File: config.mk
export PLATFORM = sky130hd
export DESIGN_NAME = load_store_unit
export DESIGN_NICKNAME = d
export VERILOG_FILES = /design/src/rtl/lsu_pkg.sv /design/src/rtl/load_align.sv /design/src/rtl/load_store_unit.sv
export SDC_FILE = /design/constraint.sdc
export NUM_CORES = 1
export LEC_CHECK = 0
export ABC_CLOCK_PERIOD_IN_PS = 4000
export BUFFER_PORTS_ARGS = -buffer_cell sky130_fd_sc_hd__buf_4
export CAP_MARGIN = 30
export CORE_ASPECT_RATIO = 0.7
export CORE_MARGIN = 3
export CORE_UTILIZATION = 49
export DETAILED_ROUTE_END_ITERATION = 8
export GPL_TIMING_DRIVEN = 0
export PLACE_DENSITY = 0.83
export SLEW_MARGIN = 20
export SYNTH_ARGS = -nofsm -noshare
export SYNTH_HDL_FRONTEND = slang
export SYNTH_HIERARCHICAL = 1
export SYNTH_SLANG_ARGS = --single-unit
File: constraint.sdc
create_clock -name clk -period 4 [get_ports clk]
set_clock_uncertainty 0.1 [all_clocks]
set_input_delay 0.6 -clock clk [delete_from_list [all_inputs] [get_ports clk]]
set_output_delay 0.6 -clock clk [all_outputs]
set_load 0.03 [all_outputs]
File: src/rtl/lsu_pkg.sv
// rtl/lsu_pkg.sv - shared state encoding, funct3 constants and size helpers for the load/store unit
package lsu_pkg;

    typedef enum logic [1:0] {
        IDLE = 2'd0,
        REQ0 = 2'd1,
        REQ1 = 2'd2,
        RESP = 2'd3
    } lsu_state_e;

    localparam logic [2:0] LB  = 3'b000;
    localparam logic [2:0] LH  = 3'b001;
    localparam logic [2:0] LW  = 3'b010;
    localparam logic [2:0] LBU = 3'b100;
    localparam logic [2:0] LHU = 3'b101;
    localparam logic [2:0] SB  = 3'b000;
    localparam logic [2:0] SH  = 3'b001;
    localparam logic [2:0] SW  = 3'b010;

    localparam logic [1:0] SZ_B = 2'b00;
    localparam logic [1:0] SZ_H = 2'b01;

    // Access size in bytes, taken from funct3[1:0].
    function automatic logic [2:0] size_bytes(input logic [1:0] sz);
        case (sz)
            SZ_B:    return 3'd1;
            SZ_H:    return 3'd2;
            default: return 3'd4;
        endcase
    endfunction

    function automatic logic [3:0] size_mask(input logic [1:0] sz);
        case (sz)
            SZ_B:    return 4'b0001;
            SZ_H:    return 4'b0011;
            default: return 4'b1111;
        endcase
    endfunction

    function automatic logic is_legal(input logic we, input logic [2:0] f3);
        if (we)
            return (f3 == SB) || (f3 == SH) || (f3 == SW);
        else
            return (f3 == LB) || (f3 == LH) || (f3 == LW) || (f3 == LBU) || (f3 == LHU);
    endfunction

endpackage

File: src/rtl/load_align.sv
// rtl/load_align.sv - extracts and sign/zero-extends load data from a 64-bit two-word assembly
module load_align
    import lsu_pkg::*;
(
    input  logic [63:0] data,
    input  logic [1:0]  offset,
    input  logic [2:0]  funct3,
    output logic [31:0] rdata
);

    logic [31:0] win;

    always_comb begin
        win = data[{offset, 3'b000} +: 32];
        case (funct3)
            LB:      rdata = {{24{win[7]}}, win[7:0]};
            LH:      rdata = {{16{win[15]}}, win[15:0]};
            LW:      rdata = win;
            LBU:     rdata = {24'b0, win[7:0]};
            LHU:     rdata = {16'b0, win[15:0]};
            default: rdata = '0;
        endcase
    end

endmodule

File: src/rtl/load_store_unit.sv
// rtl/load_store_unit.sv - RV32 load/store initiator on a byte-enabled synchronous RAM port
// Split (misaligned) accesses are performed only when LSU_MISALIGNED_EN is defined; otherwise they raise misalign_exc.
module load_store_unit
    import lsu_pkg::*;
#(
    parameter int ADDR_WIDTH = 32,
    parameter int DATA_WIDTH = 32
) (
    input  logic                  clk,
    input  logic                  reset,
    input  logic                  req_valid,
    input  logic                  req_we,
    input  logic [2:0]            funct3,
    input  logic [ADDR_WIDTH-1:0] addr,
    input  logic [DATA_WIDTH-1:0] wdata,
    output logic                  stall,
    output logic                  done,
    output logic [DATA_WIDTH-1:0] rdata,
    output logic                  misalign_exc,
    output logic                  mem_req,
    output logic                  mem_wr_en,
    output logic [ADDR_WIDTH-1:0] mem_addr,
    output logic [3:0]            mem_be,
    output logic [DATA_WIDTH-1:0] mem_wdata,
    input  logic [DATA_WIDTH-1:0] mem_rdata
);

    lsu_state_e state, state_next;

    logic                  r_we;
    logic [2:0]            r_funct3;
    logic [ADDR_WIDTH-1:0] r_addr;
    logic [DATA_WIDTH-1:0] r_wdata;
    logic                  r_noacc;
    logic [DATA_WIDTH-1:0] buffer;

    logic                    req_legal;
    logic                    req_noacc;
    logic [1:0]              r_off;
    logic [3:0]              r_mask;
    logic                    r_split;
    logic [7:0]              be8;
    logic [DATA_WIDTH-1:0]   w_sized;
    logic [2*DATA_WIDTH-1:0] sh;
    logic [2*DATA_WIDTH-1:0] assembly;
    logic [DATA_WIDTH-1:0]   aligned;
    logic [ADDR_WIDTH-3:0]   word_idx_next;

`ifndef LSU_MISALIGNED_EN
    logic r_exc;
    logic req_split;
`endif

    assign req_legal = is_legal(req_we, funct3);
`ifdef LSU_MISALIGNED_EN
    assign req_noacc = ~req_legal;
`else
    assign req_split = ({1'b0, addr[1:0]} + size_bytes(funct3[1:0])) > 3'd4;
    assign req_noacc = ~req_legal | req_split;
`endif

    always_ff @(posedge clk) begin
        if (reset) begin
            state    <= IDLE;
            r_we     <= 1'b0;
            r_funct3 <= '0;
            r_addr   <= '0;
            r_wdata  <= '0;
            r_noacc  <= 1'b0;
            buffer   <= '0;
`ifndef LSU_MISALIGNED_EN
            r_exc    <= 1'b0;
`endif
        end else begin
            state <= state_next;
            if (state == IDLE && req_valid) begin
                r_we     <= req_we;
                r_funct3 <= funct3;
                r_addr   <= addr;
                r_wdata  <= wdata;
                r_noacc  <= req_noacc;
`ifndef LSU_MISALIGNED_EN
                r_exc    <= req_legal & req_split;
`endif
            end
            // Word0 read data arrives during REQ1; hold it for the RESP assembly.
            if (state == REQ1)
                buffer <= mem_rdata;
        end
    end

    always_comb begin
        state_next = state;
        case (state)
            IDLE: if (req_valid) state_next = req_noacc ? RESP : REQ0;
`ifdef LSU_MISALIGNED_EN
            REQ0: state_next = r_split ? REQ1 : RESP;
`else
            REQ0: state_next = RESP;
`endif
            REQ1: state_next = RESP;
            RESP: state_next = IDLE;
            default: state_next = IDLE;
        endcase
    end

    assign r_off         = r_addr[1:0];
    assign r_mask        = size_mask(r_funct3[1:0]);
    assign r_split       = ({1'b0, r_off} + size_bytes(r_funct3[1:0])) > 3'd4;
    assign be8           = {4'b0, r_mask} << r_off;
    assign w_sized       = r_wdata & {{8{r_mask[3]}}, {8{r_mask[2]}}, {8{r_mask[1]}}, {8{r_mask[0]}}};
    assign sh            = {{DATA_WIDTH{1'b0}}, w_sized} << {r_off, 3'b000};
    assign word_idx_next = r_addr[ADDR_WIDTH-1:2] + {{(ADDR_WIDTH-3){1'b0}}, 1'b1};

    always_comb begin
        mem_req   = 1'b0;
        mem_wr_en = 1'b0;
        mem_addr  = '0;
        mem_be    = '0;
        mem_wdata = '0;
        done      = 1'b0;
        case (state)
            REQ0: begin
                mem_req   = 1'b1;
                mem_wr_en = r_we;
                mem_addr  = {r_addr[ADDR_WIDTH-1:2], 2'b00};
                mem_be    = be8[3:0];
                mem_wdata = sh[DATA_WIDTH-1:0];
            end
            REQ1: begin
                mem_req   = 1'b1;
                mem_wr_en = r_we;
                mem_addr  = {word_idx_next, 2'b00};
                mem_be    = be8[7:4];
                mem_wdata = sh[2*DATA_WIDTH-1:DATA_WIDTH];
            end
            RESP: done = 1'b1;
            default: ;
        endcase
    end

    assign assembly = r_split ? {mem_rdata, buffer} : {{DATA_WIDTH{1'b0}}, mem_rdata};

    load_align u_load_align (
        .data   (assembly),
        .offset (r_off),
        .funct3 (r_funct3),
        .rdata  (aligned)
    );

    assign stall = req_valid & ~done;
    assign rdata = (done && !r_we && !r_noacc) ? aligned : '0;

`ifdef LSU_MISALIGNED_EN
    assign misalign_exc = 1'b0;
`else
    assign misalign_exc = done & r_exc;
`endif

endmodule
==> results.md, run 1 <==
- Synth warnings: 6
- Hold slack: 0.375 ns
- Buffers and inverters on the worst path: 4
- Final instance area: 10700 µm²
- FMAX: 236 MHz
- R2R depth: 8
- CP max-delay cell: mux4_2
- Delay-heaviest family, CP: multiplexers
- WL met1: 13000 µm
- Worst slew pin tran: 0.859 ns
- Slew HR: 42.7%
- Vias in the first global route: 8200
- Power density cells: 336 nW/µm²
- CTS Buffer Depth: 2
- DP Area: 9850 µm²
- Routed vias/inst: 5.96
- Die area: 18000 µm²
- P&R area growth vs syn: 32.7%
- Max VDD drop: 0.218 mV
- Grt ovf: 0
- Final WL: 30300 µm
- Unrepaired setup endpoints after global routing: yes
- Met2 WL post-DR: 13200 µm
- Post-Syn Area: 8020 µm²
- Outcome: finished with violations
- I/O pin count: 208
- Routed Antenna Nets: 0
- CTS Root Cell: clkbuf_16
- Final Hold Fails: 0
- Reg clk slew, reported paths: 0.08 ns
- Routed wl met3: 3690 µm
- Worst endpoint required time: 3.30 ns
- DRC: 0
- Layout cells sized above 1: 32.2%
- CTS Sinks: 104
- DRT iter0 DRCs: 1103
- First-pass GRT wire length: 45300 µm
- Routed wire per std cell: 20.5 µm
- Row count: 38
- DP HPWL: 22500 µm
- Data arrival time of the critical path: 3.53 ns
- Final Core Density: 67.5%
- Startpoint Class: flip-flop
- Highest metal used: met4
- CP Capture Point: rdata[22]
- Max-capacitance violation count: 0
- GRT Overall Usage: 32.1%
- Crit path from: r_funct3[1]
- CTS tree: yes
- Crit path largest cell delay: 0.52 ns
- Clock Latency Late Sink: 0.36 ns
- Tmin final: 4.23 ns
- Hold Path Class: in -> reg
- Failing checks: negative setup slack
- H-Tree Depth: 3
- Core ar.: 15800 µm²
- Period utilization: 106%
- Worst path depth: 14
- Setup CP Type: reg -> out
- Starting density of the core: 50.8%
- Max FO, Critical Path: 8
- Reg-to-reg slack, setup: 1.37 ns
- Mean post-synth cell area: 7.87 µm²
- Final worst setup slack: -0.229 ns
- Synth Instances: 1019
- Die W: 159 µm
- N_diodes: 0
- DRT Pass-1 Iters: 7
- Initial antenna violation count: 0
- Crit Reg-Reg Startpoint: state[1]
- Vias after detailed routing: 8817
- Pleak: 4.21 nW
- Cell Chain, Critical Path: nor2_4 -> ha_4 -> inv_2 -> fa_2 -> xor2_2 -> a21oi_4 -> buf_6 -> buf_12 -> mux2_2 -> mux4_2 -> nand2_2 -> a31oi_2 -> and2_1 -> buf_6
- Most common cell on crit path: buf_6
- Worst r2r dst: r_wdata[29]
- Die height: 113 µm
- Largest net degree at the start of global routing: 20
- Placed cells: 1444
- Final Wtd Congestion: 0.989
- Final Max Tran Viols: 0
- Buffers added on ports: 204
- Final nets: 1368
- Final Non-Filler Cells: 1479
- Setup violations, final: 32
- CP Capture Type: output port
- TritonCTS buffer count: 9
## worst min-delay path: cells and delay by family
family,cells,cell delay [ns]
buffers and inverters,1,0.11
AO/OA/AOI/OAI,1,0.05
AND/OR/NAND/NOR,1,0.05
## stage by stage
step | power (W) | setup slack [ns] | setup TNS [ns]
4_1_cts | 0.00351 | -0.183 | -4.25
6_report | 0.00358 | -0.229 | -5.69
3_5_place_dp | 0.00255 | -0.620 | -16.47
2_1_floorplan | 0.00209 | 0.0243 | 0
5_1_grt | 0.00372 | -0.330 | -8.05
3_3_place_gp | 0.00252 | -0.582 | -15.19
## cell usage in the layout, fill, tap and decap left out, drive strengths merged, types with 16 or more instances in the layout
cell,instances
clkbuf,61
mux2,53
a21oi,104
inv,17
mux4,31
mux2i,34
dfxtp,104
nand2,207
nor2,74
buf,259
o21ai,56
a31oi,25
nor2b,16
and2,68
## what timing repair did
action,4_1_cts,5_1_grt
pin swaps,3,2
gates cloned,0,0
hold buffers,0,0
setup endpoints to repair,32,32
resized for setup,63,29
setup buffers,16,5
## how the worst min path moves through the flow
| stage | from | to | slack, ns | cells after the start |
|---|---|---|---|---|
| after floorplan | r_wdata[16] | r_wdata[16] | 0.34 | 2 |
| after global placement | r_wdata[19] | r_wdata[19] | 0.36 | 2 |
| after detailed placement | r_wdata[19] | r_wdata[19] | 0.36 | 2 |
| after CTS | wdata[20] | r_wdata[20] | 0.37 | 3 |
| after global routing | addr[7] | r_addr[7] | 0.38 | 3 |
| final | wdata[13] | r_wdata[13] | 0.38 | 3 |
## report_power, final
part	internal (W)	switching (W)	total, W
registers	0.00112	0.0000995	0.00122
clock network	0.000437	0.000457	0.000893
logic	0.000624	0.000842	0.00147
total	0.00218	0.00140	0.00358
## layer usage
metal  GRT usage [%]  vias up
met3            9.11       46
met5               0        -
met2            48.9      584
met4            7.17        0
met1            45.5     4137
li1                -     4050
## cell type report
cell class                 instances  area [µm²]
multi-input combinational        811        5640
fill                            1320        5130
sequential                       104        2090
timing repair buffer             225        1810
buffer                            86         470
tap                              220         275
clock buffer                       9         225
inverter                          17        67.6
clock inverter                     7        65.1
## sequential cells by signal, indices dropped and copies added, names as in the netlist
signal / count
r_noacc: 1
r_wdata: 32
r_addr: 32
state: 2
r_funct3: 3
buffer: 32
r_we: 1
r_exc: 1
(Power assumes the default switching activity.)
==> run 2, diff against run 1 <==
--- a/config.mk
+++ b/config.mk
@@ -9,7 +9,7 @@
 export BUFFER_PORTS_ARGS = -buffer_cell sky130_fd_sc_hd__buf_4
 export CAP_MARGIN = 30
 export CORE_ASPECT_RATIO = 0.7
-export CORE_MARGIN = 3
+export CORE_MARGIN = 1
 export CORE_UTILIZATION = 49
 export DETAILED_ROUTE_END_ITERATION = 8
 export GPL_TIMING_DRIVEN = 0
==> results.md, run 2 (synthesized netlist as in run 1, its figures left out) <==
- GRT Overall Usage: 35.1%
- Pleak: 4.24 nW
- Largest registers: buffer (32), r_addr (32), r_wdata (32)
- Commonest non-fill, non-tap cell in the layout: nand2_1
- Fill cell count: 1327
- Tmin final: 4.29 ns
- Vias after detailed routing: 8831
- Slew HR: 34.2%
- Reg clk slew, reported paths: 0.08 ns
- Crit Reg-Reg Startpoint: state[1]
- GRT met3 Usage: 10.8%
- Final worst setup slack: -0.291 ns
- First-pass GRT wire length: 45300 µm
- Die height: 109 µm
- Most frequent cells in the layout: 199 x nand2_1, 193 x buf_4, 103 x a21oi_1, 100 x dfxtp_1, 72 x nor2_1
- Final Max Tran Viols: 0
- Startpoint Class: flip-flop
- Largest net degree at the start of global routing: 19
- GRT busiest layer: met2
- CP max-delay cell: mux4_2
- Final nets: 1369
- Period utilization: 107%
- Die area: 16900 µm²
- Data arrival time of the critical path: 3.59 ns
- Unrepaired setup endpoints after global routing: yes
- N_diodes: 0
- Routed Antenna Nets: 0
- Starting density of the core: 51.0%
- Worst slew pin tran: 0.987 ns
- Routed wire per std cell: 20.3 µm
- Hold Path Class: reg -> reg
- Reg-to-reg slack, setup: 1.55 ns
- P&R area growth vs syn: 33.6%
- Failing checks: negative setup slack
- Placed cells: 1444
- CTS Buffer Depth: 2
- CTS Sinks: 104
- CTS Root Cell: clkbuf_16
- Routed vias/inst: 5.97
- Cell Chain, Critical Path: clkbuf_16 -> nand2b_4 -> fa_2 -> xor2_2 -> a21oi_4 -> buf_8 -> mux2_4 -> mux4_2 -> nand3b_1 -> o21ai_1 -> and2_1 -> buf_6
- FMAX: 233 MHz
- Initial antenna violation count: 0
- Buffers added on ports: 204
- Final Hold Fails: 0
- H-Tree Depth: 3
- Max-capacitance violation count: 0
- Crit path largest cell delay: 0.49 ns
- Die W: 155 µm
- DP Area: 9850 µm²
- Power density cells: 332 nW/µm²
- I/O pin count: 208
- Clock Latency Late Sink: 0.36 ns
- DRC: 0
- TritonCTS buffer count: 9
- Row count: 38
- Final instance area: 10700 µm²
- Vias in the first global route: 8339
- Final Non-Filler Cells: 1479
- Outcome: finished with violations
- Final WL: 30000 µm
- Grt met2 use: 54.0%
- Worst path depth: 12
- Grt ovf: 0
- Buffers and inverters on the worst path: 3
- CTS tree: yes
- Setup violations, final: 32
- Max FO, Critical Path: 8
- Crit path from: r_funct3[1]
- Final Wtd Congestion: 1.00
- Delay-heaviest family, CP: multiplexers
- DRT iter0 DRCs: 955
- Setup CP Type: reg -> out
- Hold slack: 0.378 ns
- Met1 GRT Util: 47.1%
- Total Power: 0.00356 W
- CP Capture Type: output port
- Worst endpoint required time: 3.30 ns
- DRT Pass-1 Iters: 7
- Worst r2r dst: r_wdata[27]
- Core ar.: 15700 µm²
- DP HPWL: 21700 µm
- Max VDD drop: 0.224 mV
- Layout cells sized above 1: 32.7%
- R2R depth: 8
- CP Capture Point: rdata[13]
==> run 2: cell types whose count changed in the layout (fill, tap and decap cells not counted), moves of 2 or more <==
cell and delta:
nand2_2 +3, nand2_1 -3, clkinv_4 -3, clkinv_2 +2
inv_8 -2, mux2_4 +3, buf_4 -10, a31oi_2 +2
buf_6 +8, mux2_2 -3, buf_8 +3, inv_6 +2
==> run 2: what timing repair did <==
action	CTS	global route
hold buffers	0	0
gates resized for setup	102	22
buffers inserted	18	3
endpoints found under the setup margin	32	32
pin swaps	6	3
gates cloned	0	1
==> run 2: routing by layer <==
metal / up-vias / share of wire, %
li1: 4046 / -
met4: 0 / 2.8
met5: - / 0
met2: 541 / 43
met3: 78 / 12
met1: 4166 / 42
==> run 2: metrics by stage <==
step	util [%]	setup slack, ns	TNS, ns
after floorplan	-	0.0243	0
after global placement	62.6	-0.724	-18.39
after detailed placement	62.6	-0.749	-19.72
after CTS	67.5	-0.187	-3.86
after global routing	68.1	-0.346	-8.00
final	68.1	-0.291	-5.95
==> run 2: how the worst min path moves through the flow <==
stage	depth (start not counted)	to	slack, ns	startpoint
2_1_floorplan	2	r_wdata[16]	0.34	r_wdata[16]
3_3_place_gp	2	r_wdata[19]	0.36	r_wdata[19]
3_5_place_dp	2	r_wdata[22]	0.37	r_wdata[22]
4_1_cts	3	r_wdata[25]	0.38	wdata[25]
5_1_grt	3	r_addr[12]	0.38	addr[12]
6_report	2	r_wdata[22]	0.38	r_wdata[22]
==> run 2: where the power goes <==
| part | internal (W) | switching (W) |
|---|---|---|
| sequential | 0.00112 | 0.0000976 |
| clock | 0.000423 | 0.000429 |
| combinational | 0.000636 | 0.000854 |
| total | 0.00218 | 0.00138 |
==> run 2: layout make-up <==
type	instances	area, µm²	area share (%)
Clock inverter	6	43.8	0.408
Buffer	86	479	4.47
Tap cell	220	275	2.57
Inverter	17	67.6	0.630
Timing Repair Buffer	226	1860	17.4
Clock buffer	9	225	2.10
Sequential cell	104	2090	19.5
Multi-Input combinational cell	811	5670	52.9
==> run 2: worst reg2reg max path: cells and delay by family, from the launching register on <==
kind,cells,cell delay [ns]
AO/OA/AOI/OAI,1,0.14
adder cells (fa/ha/maj),1,0.23
buffers and inverters,4,1.24
flip-flops,1,0.37
AND/OR/NAND/NOR,2,0.29
==> run 3, diff against run 2 <==
--- a/config.mk
+++ b/config.mk
@@ -9,11 +9,13 @@
 export BUFFER_PORTS_ARGS = -buffer_cell sky130_fd_sc_hd__buf_4
 export CAP_MARGIN = 30
 export CORE_ASPECT_RATIO = 0.7
-export CORE_MARGIN = 1
+export CORE_MARGIN = 2
 export CORE_UTILIZATION = 49
 export DETAILED_ROUTE_END_ITERATION = 8
+export GPL_ROUTABILITY_DRIVEN = 0
 export GPL_TIMING_DRIVEN = 0
 export PLACE_DENSITY = 0.83
+export REMOVE_ABC_BUFFERS = 1
 export SLEW_MARGIN = 20
 export SYNTH_ARGS = -nofsm -noshare
 export SYNTH_HDL_FRONTEND = slang
==> results.md, run 3 (synthesized netlist as in run 1, its figures left out) <==
- Sequential Power Share: 33.3%
- Worst hold endpoint: r_wdata[19]
- Routed Antenna Nets: 0
- FF/Latch Area: 2100 µm²
- GRT busiest layer: met2
- Final WL: 26400 µm
- DP HPWL: 16100 µm
- Placed cells: 1372
- FMAX: 234 MHz
- Sw Share: 36.4%
- CTS Sinks: 104
- I/O pin count: 208
- Buffers added on ports: 205
- Unrepaired setup endpoints after global routing: yes
- Hold path depth: 2
- CTS Buffer Depth: 2
- CTS Hold Bufs: 0
- CP Capture Type: output port
- R2R depth: 5
- Die height: 111 µm
- Reg-to-reg slack, setup: 1.98 ns
- First-pass GRT wire length: 39500 µm
- Power density cells: 335 nW/µm²
- Failing checks: negative setup slack
- Gate power share: 40.7%
- Commonest non-fill, non-tap cell in the layout: buf_4
- Most frequent cells in the layout: 201 x buf_4, 199 x nand2_1, 103 x a21oi_1, 100 x dfxtp_1, 71 x nor2_1
- Slew HR: 6.71%
- Die area: 17400 µm²
- Grt met2 use: 43.7%
- DRT iter0 DRCs: 860
- Row count: 39
- Setup CP Type: reg -> out
- Sw Pwr: 0.00133 W
- Outcome: finished with violations
- P&R area growth vs syn: 35.2%
- Starting density of the core: 49.7%
- Multi-input logic area: 5770 µm²
- GRT met3 Usage: 6.76%
- Final Non-Filler Cells: 1425
- Layout cells sized above 1: 36.3%
- Met1 GRT Util: 39.1%
- Worst endpoint required time: 3.30 ns
- Initial antenna violation count: 0
- Total Power: 0.00364 W
- Final nets: 1309
- Startpoint Class: flip-flop
- Pleak: 4.27 nW
- Clock Latency Late Sink: 0.34 ns
- H-Tree Depth: 3
- Fill cell count: 1275
- Pre-CTS setup slack: -1.07 ns
- Final worst setup slack: -0.277 ns
- Tmin final: 4.28 ns
- GRT Overall Usage: 28.1%
- Vias in the first global route: 7669
- Data arrival time of the critical path: 3.58 ns
- Largest registers: buffer (32), r_addr (32), r_wdata (32)
- Die W: 157 µm
- Routed vias/inst: 5.90
- TritonCTS buffer count: 9
- Vias after detailed routing: 8405
- Reg clk slew, reported paths: 0.08 ns
- Period utilization: 107%
- Max FO, Critical Path: 5
- Worst r2r dst: r_wdata[13]
- Grt ovf: 0
- Hold Path Class: reg -> reg
- Max VDD drop: 0.232 mV
- DRC: 0
- CTS Root Cell: clkbuf_16
- Final Hold Fails: 0
- Final Max Tran Viols: 0
- Core ar.: 16200 µm²
- Crit Reg-Reg Startpoint: state[0]
- Max-capacitance violation count: 0
- CTS tree: yes
- Internal power consumption: 0.00231 W
- Routed wire per std cell: 18.5 µm
- DRT Pass-1 Iters: 5
- Clock power share: 26.1%
- Largest net degree at the start of global routing: 70
- Hold path start: r_wdata[19]
- N_diodes: 0
- Worst slew pin tran: 1.36 ns
- Setup violations, final: 31
## run 3: cell count changes in the layout (fill, tap and decap cells not counted), moves of 5 or more
cell / previous run / this run
buf_1: 7 / 0
buf_4: 193 / 201
buf_6: 43 / 34
mux2_4: 22 / 16
mux2_2: 30 / 37
clkbuf_1: 48 / 0
buf_2: 11 / 0
and2_4: 11 / 32
and2_1: 57 / 36
bufbuf_16: 0 / 5
a31oi_4: 0 / 5
## run 3: worst max path at each step
stage,startpoint,endpoint,slack [ns],cells after the start
final,r_funct3[0],rdata[15],-0.28,14
after global routing,r_funct3[0],rdata[15],-0.40,14
after CTS,r_funct3[1],rdata[10],-0.21,15
after detailed placement,r_funct3[1],rdata[31],-1.07,14
after global placement,r_addr[1],rdata[31],-4.49,10
after floorplan,r_addr[0],rdata[16],-2.85,10
## run 3: power by group through the flow
stage,combinational [W],clock (W),sequential [W]
after floorplan,0.000786,0,0.00124
after detailed placement,0.00121,0,0.00125
final,0.00148,0.000948,0.00121
after CTS,0.00137,0.000966,0.00121
after global routing,0.00158,0.000998,0.00122
after global placement,0.00113,0,0.00128
## run 3: worst max-delay path, stage by stage, from the launching register on
cell       delay, ns
dfxtp_4         0.37
nor2_4          0.12
ha_2            0.18
inv_2           0.04
fa_2            0.39
xor2_2          0.16
a21oi_4         0.17
clkbuf_16       0.18
mux2_4          0.33
mux4_2          0.48
nand3b_1        0.16
buf_6           0.17
o21ai_1         0.11
and2_4          0.23
buf_6           0.13
## run 3: timing repair
action | in CTS | in global routing
resized for setup | 58 | 57
setup endpoints to repair | 32 | 36
setup buffers | 21 | 8
pin swaps | 4 | 15
gates cloned | 6 | 3
## run 3: cell type report
cell class | count | area share [%]
multi-input combinational | 811 | 53.2
clock buffer | 10 | 2.20
tap | 225 | 2.59
sequential | 104 | 19.3
clock inverter | 6 | 0.680
timing repair buffer | 252 | 21.4
inverter | 17 | 0.623
## run 3: layer usage
| metal | wire length (µm) | vias up |
|---|---|---|
| met4 | 554 | 0 |
| met2 | 12100 | 454 |
| met5 | 0 | - |
| met3 | 2560 | 61 |
| met1 | 11100 | 3958 |
| li1 | - | 3932 |
## run 3: through the flow
step	util, %	hold slack [ns]	area [µm²]	setup TNS, ns
final	67.2	0.375	10900	-6.12
after global routing	67.2	0.392	10900	-9.82
after CTS	65.4	0.374	10600	-5.12
after detailed placement	59.9	0.363	9680	-28.91
after global placement	58.4	0.354	9430	-197.11
after floorplan	-	0.337	7610	-96.00
